===== config.mk =====
export PLATFORM = sky130hd
export DESIGN_NAME = hamm74_ser_tx
export DESIGN_NICKNAME = d
export VERILOG_FILES = /design/src/rtl/hamm74_pkg.sv /design/src/rtl/hamm74_fifo.sv /design/src/rtl/hamm74_ser_tx.sv
export SDC_FILE = /design/constraint.sdc
export NUM_CORES = 1
export LEC_CHECK = 0
export CORE_MARGIN = 1
export CORE_UTILIZATION = 50
export CTS_CLUSTER_DIAMETER = 60
export CTS_CLUSTER_SIZE = 16
export DETAILED_ROUTE_END_ITERATION = 6
export PLACE_DENSITY = 0.78
export REMOVE_ABC_BUFFERS = 1
export SYNTH_ARGS = -nofsm -noshare
export SYNTH_HDL_FRONTEND = slang
export SYNTH_SLANG_ARGS = --single-unit

===== constraint.sdc =====
create_clock -name clk -period 2.4 [get_ports clk]
set_clock_uncertainty 0.15 [all_clocks]
set_input_delay 0.24 -clock clk [delete_from_list [all_inputs] [get_ports clk]]
set_output_delay 0.24 -clock clk [all_outputs]
set_load 0.05 [all_outputs]

===== src/rtl/hamm74_pkg.sv =====
// rtl/hamm74_pkg.sv - shared widths, FSM encoding and Hamming(7,4) encoder for the serial transmitter
package hamm74_pkg;

  localparam int DATA_W = 4;
  localparam int CODE_W = 7;
  localparam logic [2:0] NO_ERR = 3'b111;

  typedef enum logic [1:0] {
    ST_IDLE  = 2'd0,
    ST_LOAD  = 2'd1,
    ST_SHIFT = 2'd2
  } state_t;

  // Code layout matches the link decoder: data in c[6:3], parity in c[2:0].
  function automatic logic [CODE_W-1:0] hamm74_enc(input logic [DATA_W-1:0] d);
    logic p2, p1, p0;
    p2 = d[3] ^ d[2] ^ d[1];
    p1 = d[3] ^ d[2] ^ d[0];
    p0 = d[3] ^ d[1] ^ d[0];
    return {d, p2, p1, p0};
  endfunction

endpackage


===== src/rtl/hamm74_fifo.sv =====
// rtl/hamm74_fifo.sv - synchronous word FIFO with registered full/empty flags
module hamm74_fifo #(
  parameter int DATA_W = 4,
  parameter int DEPTH  = 4
) (
  input  logic              clk,
  input  logic              rst,
  input  logic              push,
  input  logic [DATA_W-1:0] wdata,
  input  logic              pop,
  output logic [DATA_W-1:0] rdata,
  output logic              full,
  output logic              empty
);

  localparam int AW = (DEPTH > 1) ? $clog2(DEPTH) : 1;
  localparam logic [AW:0] CNT_FULL = (AW + 1)'(DEPTH);

  logic [DATA_W-1:0] mem [DEPTH];
  logic [AW-1:0]     wr_q;
  logic [AW-1:0]     rd_q;
  logic [AW:0]       cnt_q;
  logic [AW:0]       cnt_d;
  logic              full_q;
  logic              empty_q;
  logic              push_ok;
  logic              pop_ok;

  // Flags gate the strobes so an over-push or under-pop can never corrupt the pointers.
  assign push_ok = push && !full_q;
  assign pop_ok  = pop && !empty_q;
  assign full    = full_q;
  assign empty   = empty_q;
  assign rdata   = mem[rd_q];

  // Occupancy after this cycle's push/pop; simultaneous push and pop leaves it unchanged.
  always_comb begin
    cnt_d = cnt_q;
    case ({push_ok, pop_ok})
      2'b10:   cnt_d = cnt_q + 1'b1;
      2'b01:   cnt_d = cnt_q - 1'b1;
      default: cnt_d = cnt_q;
    endcase
  end

  // Pointers, occupancy and flags; reset flushes all pending words.
  always_ff @(posedge clk or posedge rst) begin
    if (rst) begin
      wr_q    <= '0;
      rd_q    <= '0;
      cnt_q   <= '0;
      full_q  <= 1'b0;
      empty_q <= 1'b1;
    end else begin
      if (push_ok) wr_q <= wr_q + 1'b1;
      if (pop_ok)  rd_q <= rd_q + 1'b1;
      cnt_q   <= cnt_d;
      full_q  <= (cnt_d == CNT_FULL);
      empty_q <= (cnt_d == '0);
    end
  end

  // Storage array; contents need no reset because the pointers define validity.
  always_ff @(posedge clk) begin
    if (push_ok) mem[wr_q] <= wdata;
  end

endmodule


===== src/rtl/hamm74_ser_tx.sv =====
// rtl/hamm74_ser_tx.sv - Hamming(7,4) encoder and MSB-first serialiser; optional HAMM74_ERR_INJECT_EN
module hamm74_ser_tx
  import hamm74_pkg::*;
#(
  parameter int FIFO_DEPTH = 4,
  parameter int BIT_CYCLES = 1
) (
  input  logic              clk,
  input  logic              rst,
  input  logic [DATA_W-1:0] din,
  input  logic              din_valid,
  output logic              din_ready,
  output logic              tx_bit,
  output logic              tx_frame,
  output logic              tx_sof,
  output logic [CODE_W-1:0] code_par,
  input  logic [2:0]        inj_pos,
  input  logic              inj_req
);

  localparam int CW = (BIT_CYCLES > 1) ? $clog2(BIT_CYCLES) : 1;
  localparam logic [CW-1:0] CYC_LAST = CW'(BIT_CYCLES - 1);

  state_t            state_q;
  state_t            state_d;
  logic              fifo_full;
  logic              fifo_empty;
  logic              push;
  logic              pop;
  logic [DATA_W-1:0] head;
  logic [CODE_W-1:0] code_ld;
  logic [CODE_W-1:0] flip_mask;
  logic [CODE_W-1:0] code_q;
  logic [CODE_W-2:0] shreg_q;
  logic [2:0]        bit_q;
  logic [CW-1:0]     cyc_q;
  logic              tx_bit_q;
  logic              frame_q;
  logic              sof_q;
  logic              last_cyc;
  logic              last_bit;

  // Ready is forced low while reset is held so no word is taken during reset.
  assign din_ready = !fifo_full && !rst;
  assign push      = din_valid && din_ready;

  assign last_cyc  = (cyc_q == CYC_LAST);
  assign last_bit  = (bit_q == 3'd0);

  assign tx_bit    = tx_bit_q;
  assign tx_frame  = frame_q;
  assign tx_sof    = sof_q;
  assign code_par  = code_q;

  hamm74_fifo #(
    .DATA_W (DATA_W),
    .DEPTH  (FIFO_DEPTH)
  ) u_fifo (
    .clk   (clk),
    .rst   (rst),
    .push  (push),
    .wdata (din),
    .pop   (pop),
    .rdata (head),
    .full  (fifo_full),
    .empty (fifo_empty)
  );

`ifdef HAMM74_ERR_INJECT_EN
  logic       inj_armed_q;
  logic [2:0] inj_pos_q;
  logic [7:0] inj_onehot;

  // One-shot arm: a request latches the position, the next LOAD consumes it.
  // A request coinciding with a LOAD re-arms for the frame after.
  always_ff @(posedge clk or posedge rst) begin
    if (rst) begin
      inj_armed_q <= 1'b0;
      inj_pos_q   <= NO_ERR;
    end else if (inj_req) begin
      inj_armed_q <= 1'b1;
      inj_pos_q   <= inj_pos;
    end else if (pop) begin
      inj_armed_q <= 1'b0;
    end
  end

  // Position 7 lands outside the code and so flips nothing.
  always_comb begin
    inj_onehot = 8'd1 << inj_pos_q;
    flip_mask  = '0;
    if (inj_armed_q && (inj_pos_q != NO_ERR)) flip_mask = inj_onehot[CODE_W-1:0];
  end
`else
  logic unused_inj;
  assign unused_inj = ^{inj_pos, inj_req};
  assign flip_mask  = '0;
`endif

  assign code_ld = hamm74_enc(head) ^ flip_mask;

  // Frame sequencer state register.
  always_ff @(posedge clk or posedge rst) begin
    if (rst) state_q <= ST_IDLE;
    else     state_q <= state_d;
  end

  // Next-state and pop strobe; LOAD always pops exactly one word.
  always_comb begin
    state_d = state_q;
    pop     = 1'b0;
    case (state_q)
      ST_IDLE: begin
        if (!fifo_empty) state_d = ST_LOAD;
      end
      ST_LOAD: begin
        pop     = 1'b1;
        state_d = ST_SHIFT;
      end
      ST_SHIFT: begin
        if (last_cyc && last_bit) state_d = fifo_empty ? ST_IDLE : ST_LOAD;
      end
      default: state_d = ST_IDLE;
    endcase
  end

  // Registered serial datapath: load the code, then hold each bit BIT_CYCLES cycles MSB first.
  always_ff @(posedge clk or posedge rst) begin
    if (rst) begin
      code_q   <= '0;
      shreg_q  <= '0;
      bit_q    <= '0;
      cyc_q    <= '0;
      tx_bit_q <= 1'b0;
      frame_q  <= 1'b0;
      sof_q    <= 1'b0;
    end else begin
      sof_q <= 1'b0;
      if (state_q == ST_LOAD) begin
        code_q   <= code_ld;
        shreg_q  <= code_ld[CODE_W-2:0];
        tx_bit_q <= code_ld[CODE_W-1];
        bit_q    <= 3'd6;
        cyc_q    <= '0;
        frame_q  <= 1'b1;
        sof_q    <= 1'b1;
      end else if (state_q == ST_SHIFT) begin
        if (last_cyc) begin
          cyc_q <= '0;
          if (last_bit) begin
            frame_q  <= 1'b0;
            tx_bit_q <= 1'b0;
          end else begin
            bit_q    <= bit_q - 3'd1;
            tx_bit_q <= shreg_q[CODE_W-2];
            shreg_q  <= {shreg_q[CODE_W-3:0], 1'b0};
          end
        end else begin
          cyc_q <= cyc_q + 1'b1;
        end
      end
    end
  end

endmodule

### After elaboration in Yosys (flattened, before gate mapping)

Memories as Yosys holds them, arrays and structs flattened.
Index checks and enable logic that the tools add are counted.

| word-level totals | value |
|---|---|
| flip-flop bits (word level) | 31 |
| bits in writable memories | 16 |
| input bits | 11 |
| output and inout bits | 11 |
| logic and storage cells | 79 |
| memories | 1 |

| cells by class | value |
|---|---|
| add/subtract/negate cells | 6 |
| equal/unequal tests | 9 |
| multiplexer cells | 27 |
| bitwise logic cells | 6 |
| reductions and logical operators | 17 |

Memories:

| name | depth | width | read ports | clocked after memory_dff | wr ports | RTL line | source |
|---|---|---|---|---|---|---|---|
| u_fifo.mem | 4 | 4 | 1 | 0 | 1 | hamm74_fifo.sv:19 | `logic [DATA_W-1:0] mem [DEPTH];` |

Operators with widths:

| kind | count |
|---|---|
| $mux W6 | 4 |
| $mux W1 | 15 |
| $mux W3 | 4 |
| $logic_not A3 Y1 | 2 |
| $pmux W2 S3 | 1 |
| $pmux W3 S2 | 1 |
| $reduce_and A3 Y1 | 2 |
| $sub A3 B1 Y3 const B | 2 |
| $logic_and A1 B1 Y1 | 5 |
| $xor A1 B1 Y1 | 5 |
| $add A2 B1 Y2 const B | 2 |
| $eq A2 B1 Y1 const B | 2 |
| $eq A2 B2 Y1 const B | 2 |
| $mux W2 | 2 |
| $ne A2 B1 Y1 const B | 2 |
| $ne A2 B2 Y1 const B | 2 |
| $reduce_and A2 Y1 | 2 |
| $reduce_bool A2 Y1 | 2 |
| $add A3 B1 Y3 const B | 1 |
| $eq A3 B3 Y1 const B | 1 |
| $logic_not A1 Y1 | 3 |
| $logic_not A2 Y1 | 1 |
| $add A1 B1 Y1 const B | 1 |
| $not A1 Y1 | 1 |

### Depth between registers and ports, before layout

| depth | value |
|---|---|
| depth after elaboration | 7 |
| gate-level depth with buffers | 11 |
| mapped depth without buffers | 11 |

### Modules after synthesis

Synthesis repeated with hierarchy kept, for this count alone.

| second synthesis, totals | value |
|---|---|
| cells, all modules | 164 |
| area, all modules | 2208.4 um^2 |

Modules (own cells, without submodules):

| module | times used | cells an instance | area each (um^2) | seq. area each (um^2) |
|---|---|---|---|---|
| hamm74_ser_tx | 1 | 97 | 1113.6 | 525.5 |
| hamm74_fifo | 1 | 67 | 1094.8 | 706.9 |

### Worst setup path before layout

No wires, ideal clock.

| path | value |
|---|---|
| path type | register to register |
| start point | reg u_fifo.full_q, in the netlist u_fifo.full |
| end point | reg u_fifo.full_q, in the netlist u_fifo.full |
| library setup time | 0.119 ns |
| data arrival time | 2.672 ns |
| data required time | 2.131 ns |
| slack | -0.541 ns |
| cell stages (with the launch flop) | 11 |
| clock period less this slack | 2.941 ns |
| path through | dfrtp_1 nor2_1 and2_1 inv_1 ha_1 inv_1 fa_1 and3b_1 a31oi_1 inv_1 and2_1 |

| between the ends | value |
|---|---|
| longest elaborated chain between the ends | 7 |
| elaborated cells between the ends (all ways) | 8 |

Ends and longest elaborated chain:

| item | RTL line | source |
|---|---|---|
| start, declared | hamm74_fifo.sv:24 | `logic full_q;` |
| start signal, assigned | hamm74_fifo.sv:58 | `full_q <= (cnt_d == CNT_FULL);` |
| $logic_not A1 Y1 (*) | hamm74_ser_tx.sv:44 | `assign din_ready = !fifo_full && !rst;` |
| $logic_and A1 B1 Y1 (*) | hamm74_ser_tx.sv:44 |  |
| via din_ready | hamm74_ser_tx.sv:12 | `output logic din_ready,` |
| $logic_and A1 B1 Y1 (*) | hamm74_ser_tx.sv:45 | `assign push = din_valid && din_ready;` |
| $logic_and A1 B1 Y1 (*) | hamm74_fifo.sv:30 | `assign push_ok = push && !full_q;` |
| $eq A2 B1 Y1 / $eq A2 B2 Y1 (equally long branches) | hamm74_fifo.sv:39 | `case ({push_ok, pop_ok})` |
| $pmux W3 S2 (*) | hamm74_fifo.sv:39 |  |
| $eq A3 B3 Y1 (*) | hamm74_fifo.sv:58 |  |

Mark *: on every way through the listed nets, which the timed path passes. The rest lies on a longest branch.
A chain may end at the register's enable or synchronous reset.

### Final worst setup path

| path | value |
|---|---|
| start point | reg state_q[1] |
| end point | reg u_fifo.full_q, in the netlist u_fifo.full |

| between the ends | value |
|---|---|
| longest elaborated chain between the ends | 6 |
| elaborated cells between the ends (all ways) | 7 |

Ends and longest elaborated chain:

| item | RTL line | source |
|---|---|---|
| start, declared | hamm74_ser_tx.sv:24 | `state_t state_q;` |
| start signal, assigned | hamm74_ser_tx.sv:105 | `else state_q <= state_d;` |
| $eq A2 B1 Y1 (*) | hamm74_ser_tx.sv:112 | `case (state_q)` |
| $mux W1 (*) | hamm74_ser_tx.sv:112 |  |
| via pop | hamm74_ser_tx.sv:29 | `logic pop;` |
| $logic_and A1 B1 Y1 (*) | hamm74_fifo.sv:31 | `assign pop_ok = pop && !empty_q;` |
| $eq A2 B1 Y1 / $eq A2 B2 Y1 (equally long branches) | hamm74_fifo.sv:39 |  |
| $pmux W3 S2 (*) | hamm74_fifo.sv:39 |  |
| $eq A3 B3 Y1 (*) | hamm74_fifo.sv:58 |  |

Marked as above.

==> run_results.csv <==
group,metric,value,unit
routing,drc_errors,0,
clocking,cts_made_buffers,5,
yosys,avgSynthCellArea,12.65,µm²
die,die_x,67.01,µm
routing,ant_nets,0,
worst_setup_path,critPathTopFamily,"adder cells",
timing,tightest_slew,516.0,ps
routing,viasPerCell,5.377,
power_and_ir_drop,p_leak,1.091,nW
clocking,root_buffer,"clkbuf_8",
timing,hold_ws,337.4,ps
clocking,clk_pin_slew_worst_paths,80,ps
timing,rsz0062_at_grt,"no",
routing,wl_per_cell,14.58,µm
placement,dp_hpwl,2729,µm
timing,fmax,436.6,MHz
placement,gp_congestion,0.8333,
worst_setup_path,worstPathCellList,"inv_2, ha_2, inv_2, nor2_4, ha_4, inv_1, fa_2, and3b_1, a31oi_2, inv_1, and2_1",
worst_setup_path,endpoint_kind,"register",
placement,place_area,2384,µm²
clocking,clock-sinks,46,
worst_setup_path,arrival,2330,ps
clocking,cts-htree-levels,2,
worst_setup_path,crit_type,"reg2reg",
yosys,ys_warn_count,0,
layout,fin_nets,225,
power_and_ir_drop,peakVddDrop,0.0006411,V
layout,fin_util,0.6373,
power_and_ir_drop,power_density,1509,nW/µm²
layout,final_cell_mix,"29 x dfrtp_1, 18 x nand2_1, 16 x clkdlybuf4s50_1, 16 x edfxtp_1, 15 x buf_4",
routing,drt_iter0_drc,78,
global_routing,grt_max_degree,29,
timing,setup_ws,109.7,ps
clocking,clk_latency,300,ps
routing,finalWirelength,3673,µm
die,num_io_pins,22,
timing,finalCriticalPeriod,2290,ps
global_routing,grt_pass1_wl,6334,µm
yosys,synthesis.area,2113,µm²
yosys,seq_area_frac_synth,0.5832,
hold_path,hp-class,"reg2reg",
routing,dr.pass1.iters,4,
clocking,cts_tree,"done",
worst_setup_path,crit_buf_inv,4,
timing,setup_viol,0,
layout,final_common_cell,"dfrtp_1",
layout,fin_area,2567,µm²
timing,max_slew_margin,0.6549,
worst_setup_path,startpoint_type,"register",
timing,period_share,0.9543,
yosys,synthCells,167,
timing,final_max_slew_viol_count,0,
global_routing,grt_pass1_vias,1397,
run_status,status,"finished clean",
worst_setup_path,crit_fanout,2,
placement,pre_cts_slack,-178.4,ps
die,die_y,67.01,µm
worst_setup_path,cpMaxStageDelayCell,"fa_2",
die,core,4029,µm²
flow_run,cap_violations,0,
placement,port-buffer-count,17,
layout,antenna_cells,0,
layout,drive_above_1_share,0.1980,
global_routing,antenna_found_initial,0,
worst_setup_path,crit_required,2440,ps
yosys,ys_ff_latch,46,
die,design.die.area,4490,µm²
timing,final_hold_viol_count,0,
routing,via_count,1355,
timing,final.setup.tns,0,ps
clocking,cts_buffer_depth,2,
yosys,yosysUniqueCellTypes,35,
global_routing,grt-ovfl-total,0,
die,initial_core_util,0.5245,
die,rows,23,
worst_setup_path,cp_slowest_stage_delay,440,ps
layout,area_growth,21.49,%
global_routing,track_usage,0.1981,
metrics by stage:
| stage | cells | power, mW |
|---|---|---|
| global placement | 239 | 3.097 |
| detailed placement | 239 | 3.222 |
| global route | 252 | 4.167 |
| finish | 252 | 3.875 |
| CTS | 251 | 3.852 |
| floorplan | 162 | 2.657 |
layout make-up:
class	count	area [µm²]
inverter	13	48.80
clock inverter	3	43.79
multi-input combinational	103	828.3
fill	316	1461
tap	50	62.56
timing repair buffer	32	282.8
sequential	46	1232
clock buffer	5	68.82
final timing paths:
| check | to | depth (start not counted) | from | slack, ps |
|---|---|---|---|---|
| worst max-delay path | u_fifo.full$_DFF_PP0_ | 11 | state_q[1]$_DFFE_PP0P_ | 110 |
| worst min-delay path | u_fifo.cnt_q[1]$_DFF_PP0_ | 2 | u_fifo.cnt_q[1]$_DFF_PP0_ | 340 |
| max in group asynchronous | u_fifo.empty$_DFF_PP1_ | 4 | rst | 980 |
| worst max register to register | u_fifo.full$_DFF_PP0_ | 11 | state_q[1]$_DFFE_PP0P_ | 110 |
| worst min register to register | u_fifo.cnt_q[1]$_DFF_PP0_ | 2 | u_fifo.cnt_q[1]$_DFF_PP0_ | 340 |
| min in group asynchronous | u_fifo.wr_q[0]$_DFFE_PP0P_ | 3 | rst | 520 |
per-layer routing:
| metal | GRT usage | wire length, µm |
|---|---|---|
| met1 | 0.2238 | 1508 |
| met2 | 0.3413 | 1930 |
| met3 | 0.06678 | 180 |
| met4 | 0.07447 | 53 |
| met5 | 0 | 0 |
worst reg2reg max path, cell delays in order (launching register included):
cell and delay [ps]:
dfrtp_1 400, inv_2 70, ha_2 170, inv_2 50
nor2_4 140, ha_4 140, inv_1 50, fa_2 440
and3b_1 200, a31oi_2 170, inv_1 50, and2_1 150
flip-flops by register name (all words and copies together), names as in the netlist:
name and cells:
code_par 7, u_fifo.wr_q 2, tx_bit 1, u_fifo.mem 16, u_fifo.rd_q 2, state_q 2
u_fifo.full 1, u_fifo.cnt_q 3, u_fifo.empty 1, tx_frame 1, shreg_q 6, bit_q 3
tx_sof 1
report_power, final:
| group | leakage (nW) | switching, mW | total (mW) | internal, mW |
|---|---|---|---|---|
| combinational | 0.529 | 1.12 | 2.00 | 0.878 |
| clock | 0.0585 | 0.262 | 0.574 | 0.312 |
| sequential | 0.503 | 0.195 | 1.30 | 1.10 |
synthesized netlist by cell type:
| master | number | area, µm² |
|---|---|---|
| nand2_1 | 18 | 67.56 |
| fa_1 | 1 | 20.02 |
| buf_1 | 1 | 3.750 |
| a21oi_1 | 3 | 15.01 |
| nor3b_1 | 1 | 7.510 |
| nand3_1 | 1 | 5.000 |
| o31ai_1 | 1 | 7.510 |
| o21ai_0 | 14 | 70.07 |
| dfstp_2 | 1 | 26.28 |
| xor2_1 | 4 | 35.03 |
| o2bb2ai_1 | 1 | 8.760 |
| ha_1 | 12 | 150.1 |
| a31oi_1 | 3 | 18.77 |
| edfxtp_1 | 16 | 480.5 |
| dfrtp_1 | 29 | 725.7 |
| and2_1 | 2 | 12.51 |
| a21boi_0 | 1 | 7.510 |
| mux4_2 | 4 | 90.09 |
| mux2_2 | 4 | 45.04 |
| nor2_1 | 7 | 26.28 |
| buf_6 | 1 | 11.26 |
| and3b_1 | 1 | 8.760 |
| xnor2_1 | 6 | 52.55 |
| clkbuf_1 | 2 | 7.510 |
| a22oi_1 | 2 | 15.01 |
| inv_1 | 13 | 48.80 |
| o32ai_1 | 2 | 17.52 |
| o22ai_1 | 2 | 12.51 |
| dlymetal6s2s_1 | 1 | 12.51 |
| xor2_2 | 1 | 16.27 |
| a22o_1 | 5 | 43.79 |
| or3_1 | 1 | 6.260 |
| nor2b_1 | 1 | 6.260 |
| and3_1 | 4 | 25.02 |
| nand2b_1 | 1 | 6.260 |
repair_timing:
action	4_1_cts	5_1_grt
endpoints found under the setup margin	2	3
pin swaps	5	5
endpoints found under the hold margin	2	0
buffers inserted	3	1
resized for setup	3	6
hold buffers	1	0
cell families (layout without fill, tap and decap cells):
family / count (synthesis) / after routing / share of synthesized area
flip-flops: 46 / 46 / 0.5832
AND/OR/NAND/NOR: 37 / 37 / 0.08112
AO/OA/AOI/OAI: 34 / 34 / 0.1024
buffers and inverters: 18 / 53 / 0.03967
adder cells (fa/ha/maj): 13 / 13 / 0.08052
XOR/XNOR: 11 / 11 / 0.04914
multiplexers: 8 / 8 / 0.06394
(Power assumes the default switching activity.)
